## src/rtl/regfile_dump_reader.sv

```systemverilog
// Register-file dump reader: walks registers in pairs and streams them out on valid/ready.
// Optional XOR checksum of accepted beats is enabled by defining REGDUMP_CHECKSUM_EN.
module regfile_dump_reader #(
  parameter int NREGS     = 32,
  parameter int AW        = 5,
  parameter int DW        = 32,
  parameter int FIRST_REG = 0
) (
  input  logic          clk,
  input  logic          rst,
  input  logic          start,
  output logic          busy,
  output logic [AW-1:0] rs_addr,
  output logic [AW-1:0] rt_addr,
  input  logic [DW-1:0] rs_data,
  input  logic [DW-1:0] rt_data,
  output logic          out_valid,
  input  logic          out_ready,
  output logic [DW-1:0] out_data,
  output logic [AW-1:0] out_idx,
  output logic          out_last,
  output logic          done,
  output logic [DW-1:0] csum
);

  typedef enum logic [2:0] {
    S_IDLE,
    S_READ,
    S_OUT0,
    S_OUT1,
    S_FIN
  } state_t;

  localparam int PW = AW + 1;
  localparam logic [AW:0] L_N     = PW'(NREGS);
  localparam logic [AW:0] L_FIRST = PW'(FIRST_REG);

  state_t        r_state;
  logic [AW:0]   r_ptr;
  logic [DW-1:0] r_buf0;
  logic [DW-1:0] r_buf1;
  logic          r_busy;
  logic          r_valid;
  logic          r_last;
  logic          r_done;
  logic [AW-1:0] r_rs_addr;
  logic [AW-1:0] r_rt_addr;
  logic [DW-1:0] r_data;
  logic [AW-1:0] r_idx;

  state_t        w_nstate;
  logic [AW:0]   w_nptr;
  logic [AW:0]   w_p1;
  logic [AW:0]   w_p2;
  logic [AW:0]   w_np1;
  logic [AW:0]   w_np2;
  logic [DW-1:0] w_nbuf0;
  logic [DW-1:0] w_nbuf1;
  logic          w_hs;

  always_comb begin
    w_p1     = r_ptr + 1'b1;
    w_p2     = r_ptr + 2'd2;
    w_hs     = r_valid & out_ready;
    w_nstate = r_state;
    w_nptr   = r_ptr;
    unique case (r_state)
      S_IDLE: begin
        if (start) begin
          w_nptr   = L_FIRST;
          w_nstate = S_READ;
        end
      end
      S_READ: w_nstate = S_OUT0;
      S_OUT0: begin
        if (w_hs) w_nstate = (w_p1 < L_N) ? S_OUT1 : S_FIN;
      end
      S_OUT1: begin
        if (w_hs) begin
          w_nptr   = w_p2;
          w_nstate = (w_p2 >= L_N) ? S_FIN : S_READ;
        end
      end
      S_FIN:   w_nstate = S_IDLE;
      default: w_nstate = S_IDLE;
    endcase
    w_np1   = w_nptr + 1'b1;
    w_np2   = w_nptr + 2'd2;
    w_nbuf0 = (r_state == S_READ) ? rs_data : r_buf0;
    w_nbuf1 = (r_state == S_READ) ? rt_data : r_buf1;
  end

  // Outputs are registered from next-state values so they line up with the state.
  always_ff @(posedge clk or negedge rst) begin
    if (!rst) begin
      r_state   <= S_IDLE;
      r_ptr     <= '0;
      r_buf0    <= '0;
      r_buf1    <= '0;
      r_busy    <= 1'b0;
      r_valid   <= 1'b0;
      r_last    <= 1'b0;
      r_done    <= 1'b0;
      r_rs_addr <= '0;
      r_rt_addr <= '0;
      r_data    <= '0;
      r_idx     <= '0;
    end else begin
      r_state <= w_nstate;
      r_ptr   <= w_nptr;
      r_buf0  <= w_nbuf0;
      r_buf1  <= w_nbuf1;
      r_busy  <= (w_nstate != S_IDLE);
      r_valid <= (w_nstate == S_OUT0) || (w_nstate == S_OUT1);
      r_done  <= (w_nstate == S_FIN);
      if (w_nstate == S_READ) begin
        r_rs_addr <= w_nptr[AW-1:0];
        r_rt_addr <= (w_np1 < L_N) ? w_np1[AW-1:0] : w_nptr[AW-1:0];
      end else begin
        r_rs_addr <= '0;
        r_rt_addr <= '0;
      end
      unique case (w_nstate)
        S_OUT0: begin
          r_data <= w_nbuf0;
          r_idx  <= w_nptr[AW-1:0];
          r_last <= (w_np1 >= L_N);
        end
        S_OUT1: begin
          r_data <= w_nbuf1;
          r_idx  <= w_np1[AW-1:0];
          r_last <= (w_np2 >= L_N);
        end
        default: begin
          r_data <= '0;
          r_idx  <= '0;
          r_last <= 1'b0;
        end
      endcase
    end
  end

`ifdef REGDUMP_CHECKSUM_EN
  logic [DW-1:0] r_csum;

  always_ff @(posedge clk or negedge rst) begin
    if (!rst) begin
      r_csum <= '0;
    end else if ((r_state == S_IDLE) && start) begin
      r_csum <= '0;
    end else if (w_hs) begin
      r_csum <= r_csum ^ r_data;
    end
  end

  assign csum = r_csum;
`else
  assign csum = '0;
`endif

  assign busy      = r_busy;
  assign rs_addr   = r_rs_addr;
  assign rt_addr   = r_rt_addr;
  assign out_valid = r_valid;
  assign out_data  = r_data;
  assign out_idx   = r_idx;
  assign out_last  = r_last;
  assign done      = r_done;

endmodule

```

## config.mk

```make
export PLATFORM = sky130hd
export DESIGN_NAME = regfile_dump_reader
export DESIGN_NICKNAME = d
export VERILOG_FILES = /design/src/rtl/regfile_dump_reader.sv
export SDC_FILE = /design/constraint.sdc
export NUM_CORES = 1
export LEC_CHECK = 0
export ABC_AREA = 1
export ABC_CLOCK_PERIOD_IN_PS = 2490
export CAP_MARGIN = 20
export CORE_ASPECT_RATIO = 1.1
export CORE_MARGIN = 5
export CORE_UTILIZATION = 35
export DETAILED_ROUTE_END_ITERATION = 10
export PLACE_DENSITY_LB_ADDON = 0.2
export SKIP_CTS_REPAIR_TIMING = 1
export SLEW_MARGIN = 10
export SYNTH_ARGS = -nofsm -noshare
export SYNTH_HDL_FRONTEND = slang
export SYNTH_SLANG_ARGS = --single-unit
```

## constraint.sdc

```tcl
create_clock -name clk -period 2.49 [get_ports clk]
set_clock_uncertainty 0.05 [all_clocks]
set_input_delay 0.6225 -clock clk [delete_from_list [all_inputs] [get_ports clk]]
set_output_delay 0.6225 -clock clk [all_outputs]
set_load 0.05 [all_outputs]
```

==> impl_metrics.py, run 1 <==
metrics = {
    "run_status": {
        "status": "finished clean",
    },
    "synth": {
        "synth-edff-count": 0,
        "synth_fa_ha_area_share_pct": 0.483,
        "synth_cells": 602,
        "syn_area_um2": 5180,
        "post_synth_num_cell_types": 25,
        "yosysSeqAreaShare_pct": 59.9,
        "synth_compound_area_share_pct": 1.57,
        "synth_top_family_by_area": "simple AND/OR/NAND/NOR gates",
        "avgSynthCellArea_um2": 8.61,
        "synthFlopType": "dfrtp_1",
        "yosys.area_share.simple_pct": 29.1,
        "synth_xor_xnor_area_share_pct": 0.338,
        "yosysWarnings": 0,
        "synth_async_sr_flop_share_pct": 100,
        "ys_ff_latch": 124,
        "synth_mux_area_share_pct": 0,
    },
    "global_route": {
        "grt_pass1_wl_um": 21500,
        "grt_max_degree": 65,
        "grt_overflow": 0,
        "grt_use_total_pct": 15.6,
        "grt_pass1_vias": 4340,
        "antenna_found_initial": 0,
    },
    "timing": {
        "maxSlewViolCount": 0,
        "timing.fmax_ghz": 0.443,
        "period_needed_ns": 2.26,
        "hold_viol_final": 0,
        "setup_viol": 0,
        "maxSlewHeadroom_pct": 55.2,
        "rsz0062_at_grt": "false",
        "period_share_pct": 90.6,
        "worst_slew_pin_slew_ns": 0.672,
    },
    "power": {
        "pwr-share-seq_pct": 30.9,
        "p_clk_share_pct": 26.6,
        "power.total_mw": 9.83,
        "irDropWorstVdd_uv": 442,
        "switchingPower_mw": 3.93,
        "p_leak_nw": 3.76,
        "p_sw_share_pct": 40.0,
        "powerDensity_nw_per_um2": 1360,
        "combPwrFrac_pct": 42.5,
        "intPower_mw": 5.90,
    },
    "setup_path": {
        "crit_family": "buffers and inverters",
        "path_buf_inv": 1,
        "worst-setup-path-type": "reg2out",
        "crit_path_end_kind": "primary output",
        "crit_fanout": 1,
        "slowest_stage": "clkdlybuf4s50_1",
        "start_kind": "flip-flop",
        "cp.arrival_ns": 1.58,
        "critical-path-max-stage-delay_ns": 0.82,
        "crit_required_ns": 1.82,
        "r2r_slack_ns": 0.53,
        "path_cells": "clkdlybuf4s50_1",
    },
    "clocking": {
        "cts.sinks": 124,
        "clockBufferDepth": 2,
        "path_clk_slew_ns": 0.05,
        "htree_num_levels": 4,
        "cts_buffers": 17,
        "tritoncts": "yes",
        "clk_latency_ns": 0.40,
        "ctsRootBufferMaster": "clkbuf_16",
    },
    "cells_and_area": {
        "drive_above_1_share_pct": 9.81,
        "layout_common_cells": "nand2_1 (333), dfrtp_1 (124), clkdlybuf4s50_1 (117)",
        "synthToLayoutAreaGrowth_pct": 39.8,
        "n_fill_cell": 1382,
        "multi_input_area_um2": 1750,
        "seq_area_um2": 3100,
        "final_common_cell": "nand2_1",
        "fin_cells": 946,
        "diodes": 0,
        "fin_nets": 811,
    },
    "floorplan": {
        "start_util_pct": 35.7,
        "dieWidth_um": 126,
        "die_h_um": 138,
        "core_area_um2": 14500,
        "ioPinCount": 151,
        "design.die.area_um2": 17300,
        "rows": 46,
    },
    "routing": {
        "wire_per_inst_um": 13.5,
        "num_vias": 4090,
        "drt_iter0_markers": 246,
        "antenna_left": 0,
        "routed_wl_um": 12800,
        "drc": 0,
        "dr.pass1.iters": 4,
        "via_per_inst": 4.32,
    },
    "placement": {
        "portBuffers": 118,
        "placed_cells": 914,
        "gp_congestion": 0.861,
        "hpwlAfterDp_um": 9210,
    },
    "flow_run": {
        "cap_viol_max_count": 0,
    },
    "hold_path": {
        "worstHoldPathType": "in2async",
    },
}
==> final timing paths <==
path	start	endpoint	cells past startpoint
min reg2reg	r_buf1[29]	r_buf1[29]	2
min in group clk	r_buf1[29]	r_buf1[29]	2
min	rst	out_data[24]	1
max reg2reg	r_ptr[2]	out_data[16]	12
max in group asynchronous	rst	out_data[10]	2
max	out_last	out_last	1
==> state kept, by name, indices dropped and copies added (netlist names), 3 cells and up <==
signal,cells
out_data,32
r_buf0,32
r_buf1,32
r_ptr,6
out_idx,5
rs_addr,5
rt_addr,5
r_state,3
==> kinds of logic (layout without fill, tap and decap cells) <==
logic type / Yosys count / in the layout
AOI/OAI and AO/OA: 12 / 12
xor gates and xnor gates: 2 / 2
adders and majority gates: 2 / 2
buffers and inverters: 80 / 201
DFF: 124 / 124
other: 1 / 32
and+or+nand+nor: 381 / 381
==> layout make-up <==
class                      instances  area share [%]
sequential                       124            42.8
multi-input combinational        429            24.2
timing repair buffer             141            19.4
clock buffer                      19            6.25
tap                              192            3.32
clock inverter                    13            2.59
inverter                          28            1.45
==> metrics by stage <==
step	setup WS, ns	hold slack [ns]	util [%]	instance area (um^2)	setup TNS, ns
2_1_floorplan	0.521	0.277	-	5300	0
6_report	0.234	0.149	49.9	7240	0
3_3_place_gp	-0.00601	0.408	45.5	6600	-0.00601
3_5_place_dp	-0.0490	0.411	45.5	6600	-0.206
5_1_grt	0.165	0.190	49.9	7240	0
4_1_cts	0.198	0.160	49.9	7240	0
==> power by group through the flow <==
stage                     clock [mW]  combinational, mW  sequential [mW]
after global placement             0               4.19             3.07
after floorplan                    0               2.08             3.80
after detailed placement           0               4.24             3.07
final                           2.61               4.18             3.04
after global routing            2.77               4.68             3.12
after CTS                       2.68               4.26             3.05
==> layer usage <==
| layer | track usage [%] | up-vias | wire [um] |
|---|---|---|---|
| met5 | 0 | - | 0 |
| met4 | 5.18 | 0 | 157 |
| met3 | 4.92 | 10 | 681 |
| met2 | 25.7 | 109 | 6300 |
| met1 | 19.6 | 1925 | 5670 |
| li1 | - | 2046 | - |
==> synth_stat cells (3+ instances only) <==
| library cell | n | area [um^2] |
|---|---|---|
| nand2_2 | 7 | 43.8 |
| clkbuf_1 | 7 | 26.3 |
| o22ai_1 | 4 | 25.0 |
| nand2_1 | 334 | 1250 |
| nand3_1 | 20 | 100 |
| inv_1 | 25 | 93.8 |
| o21ai_0 | 3 | 15.0 |
| buf_4 | 38 | 285 |
| dfrtp_1 | 124 | 3100 |
| nand4_1 | 3 | 18.8 |
| inv_2 | 3 | 11.3 |
| nor2_1 | 12 | 45.0 |
| buf_1 | 5 | 18.8 |
Power figures use the tool's default switching activity.
==> run 2, diff against run 1 <==
--- a/config.mk
+++ b/config.mk
@@ -7,7 +7,7 @@
 export LEC_CHECK = 0
 export ABC_AREA = 1
 export ABC_CLOCK_PERIOD_IN_PS = 2490
-export CAP_MARGIN = 20
+export CAP_MARGIN = 25
 export CORE_ASPECT_RATIO = 1.1
 export CORE_MARGIN = 5
 export CORE_UTILIZATION = 35
==> results of run 2 <==
Same layout as run 1: the final DEF is identical, and so are final timing and power.
==> run 3, diff against run 2 <==
--- a/config.mk
+++ b/config.mk
@@ -6,11 +6,10 @@
 export NUM_CORES = 1
 export LEC_CHECK = 0
 export ABC_AREA = 1
-export ABC_CLOCK_PERIOD_IN_PS = 2490
 export CAP_MARGIN = 25
 export CORE_ASPECT_RATIO = 1.1
 export CORE_MARGIN = 5
-export CORE_UTILIZATION = 35
+export CORE_UTILIZATION = 47
 export DETAILED_ROUTE_END_ITERATION = 10
 export PLACE_DENSITY_LB_ADDON = 0.2
 export SKIP_CTS_REPAIR_TIMING = 1
==> impl_metrics.py, run 3 (same netlist as run 1, synthesis figures left out) <==
metrics = {
    "cells_and_area": {
        "fin_cells": 898,
        "layout_common_cells": "nand2_1 (333), dfrtp_1 (124), clkdlybuf4s50_1 (117)",
        "diodes": 0,
        "fin_nets": 808,
        "fin_util_pct": 65.3,
        "final_common_cell": "nand2_1",
        "drive_above_1_share_pct": 9.05,
        "final_cell_area_um2": 7090,
        "synthToLayoutAreaGrowth_pct": 36.8,
    },
    "setup_path": {
        "cp.arrival_ns": 1.59,
        "crit_family": "buffers and inverters",
        "start_kind": "flip-flop",
        "crit_path_end_kind": "primary output",
        "worst-setup-path-type": "reg2out",
        "crit_required_ns": 1.82,
        "path_cells": "clkdlybuf4s50_1",
        "critical-path-max-stage-delay_ns": 0.82,
        "slowest_stage": "clkdlybuf4s50_1",
        "path_buf_inv": 1,
        "crit_fanout": 1,
    },
    "timing": {
        "worst_slew_pin_slew_ns": 0.684,
        "period_share_pct": 90.8,
        "maxSlewViolCount": 0,
        "rsz0062_at_grt": "false",
        "hold_viol_final": 0,
        "period_needed_ns": 2.26,
        "holdWs_ns": 0.107,
        "maxSlewHeadroom_pct": 54.4,
        "worst_slack_ns": 0.229,
        "setup_viol": 0,
        "timing.fmax_ghz": 0.442,
        "setup-tns-final_ns": 0,
    },
    "power": {
        "powerDensity_nw_per_um2": 1350,
        "power.total_mw": 9.55,
        "irDropWorstVdd_uv": 896,
        "p_leak_nw": 3.70,
        "p_sw_share_pct": 41.2,
        "intPower_mw": 5.62,
        "combPwrFrac_pct": 44.1,
        "p_clk_share_pct": 24.0,
        "pwr-share-seq_pct": 31.9,
        "switchingPower_mw": 3.94,
    },
    "global_route": {
        "grt_overflow": 0,
        "grt_pass1_vias": 4270,
        "grt_max_degree": 65,
        "grt_pass1_wl_um": 20900,
        "grt_use_total_pct": 20.5,
        "antenna_found_initial": 0,
    },
    "placement": {
        "placed_cells": 866,
        "portBuffers": 118,
        "placed_area_um2": 6520,
        "gp_congestion": 0.857,
        "hpwlAfterDp_um": 8870,
        "place_ws_ns": -0.0715,
    },
    "routing": {
        "num_vias": 4155,
        "dr.pass1.iters": 4,
        "drc": 0,
        "routed_wl_um": 12900,
        "via_per_inst": 4.63,
        "wire_per_inst_um": 14.3,
        "drt_iter0_markers": 195,
        "antenna_left": 0,
    },
    "hold_path": {
        "worstHoldPathType": "in2async",
    },
    "clocking": {
        "htree_num_levels": 4,
        "cts_buffers": 17,
        "clockBufferDepth": 2,
        "tritoncts": "yes",
        "ctsRootBufferMaster": "clkbuf_16",
        "cts.sinks": 124,
        "path_clk_slew_ns": 0.05,
        "clk_latency_ns": 0.40,
    },
    "floorplan": {
        "design.die.area_um2": 13200,
        "ioPinCount": 151,
        "die_h_um": 120,
        "core_area_um2": 10900,
        "start_util_pct": 47.7,
        "dieWidth_um": 110,
        "rows": 40,
    },
    "run_status": {
        "status": "finished clean",
    },
    "flow_run": {
        "cap_viol_max_count": 0,
    },
}
## run 3: worst paths after layout
kind | to | start | cells after the start | slack, ns
worst max-delay path | out_last | out_last | 1 | 0.23
worst min-delay path | r_buf1[27] | rst | 1 | 0.11
worst max register to register | rt_addr[2] | r_state[0] | 10 | 0.48
worst min register to register | r_buf1[17] | r_buf1[17] | 2 | 0.42
max in group asynchronous | r_buf0[1] | rst | 2 | 1.55
min in group clk | r_buf1[17] | r_buf1[17] | 2 | 0.42
## run 3: routing by layer
metal	track usage (%)	part of all wire (%)	wire length [um]	up-vias
met3	5.65	6.6	844	19
met4	7.47	1.7	214	0
li1	-	-	-	2049
met2	33.2	49	6330	127
met5	0	0	0	-
met1	26.0	43	5480	1960
## run 3: power by group through the flow
stage               clock, mW  combinational [mW]  sequential (mW)
finish                   2.29                4.22             3.04
global route             2.43                4.65             3.12
CTS                      2.33                4.25             3.05
detailed placement          0                4.21             3.07
global placement            0                4.13             3.06
floorplan                   0                2.08             3.80
## run 3: layout make-up
class	instances	area, um^2
clock buffer	23	478
clock inverter	9	86.3
fill	920	3770
inverter	28	105
multi-input combinational	429	1750
sequential	124	3100
tap	147	184
timing repair buffer	138	1380
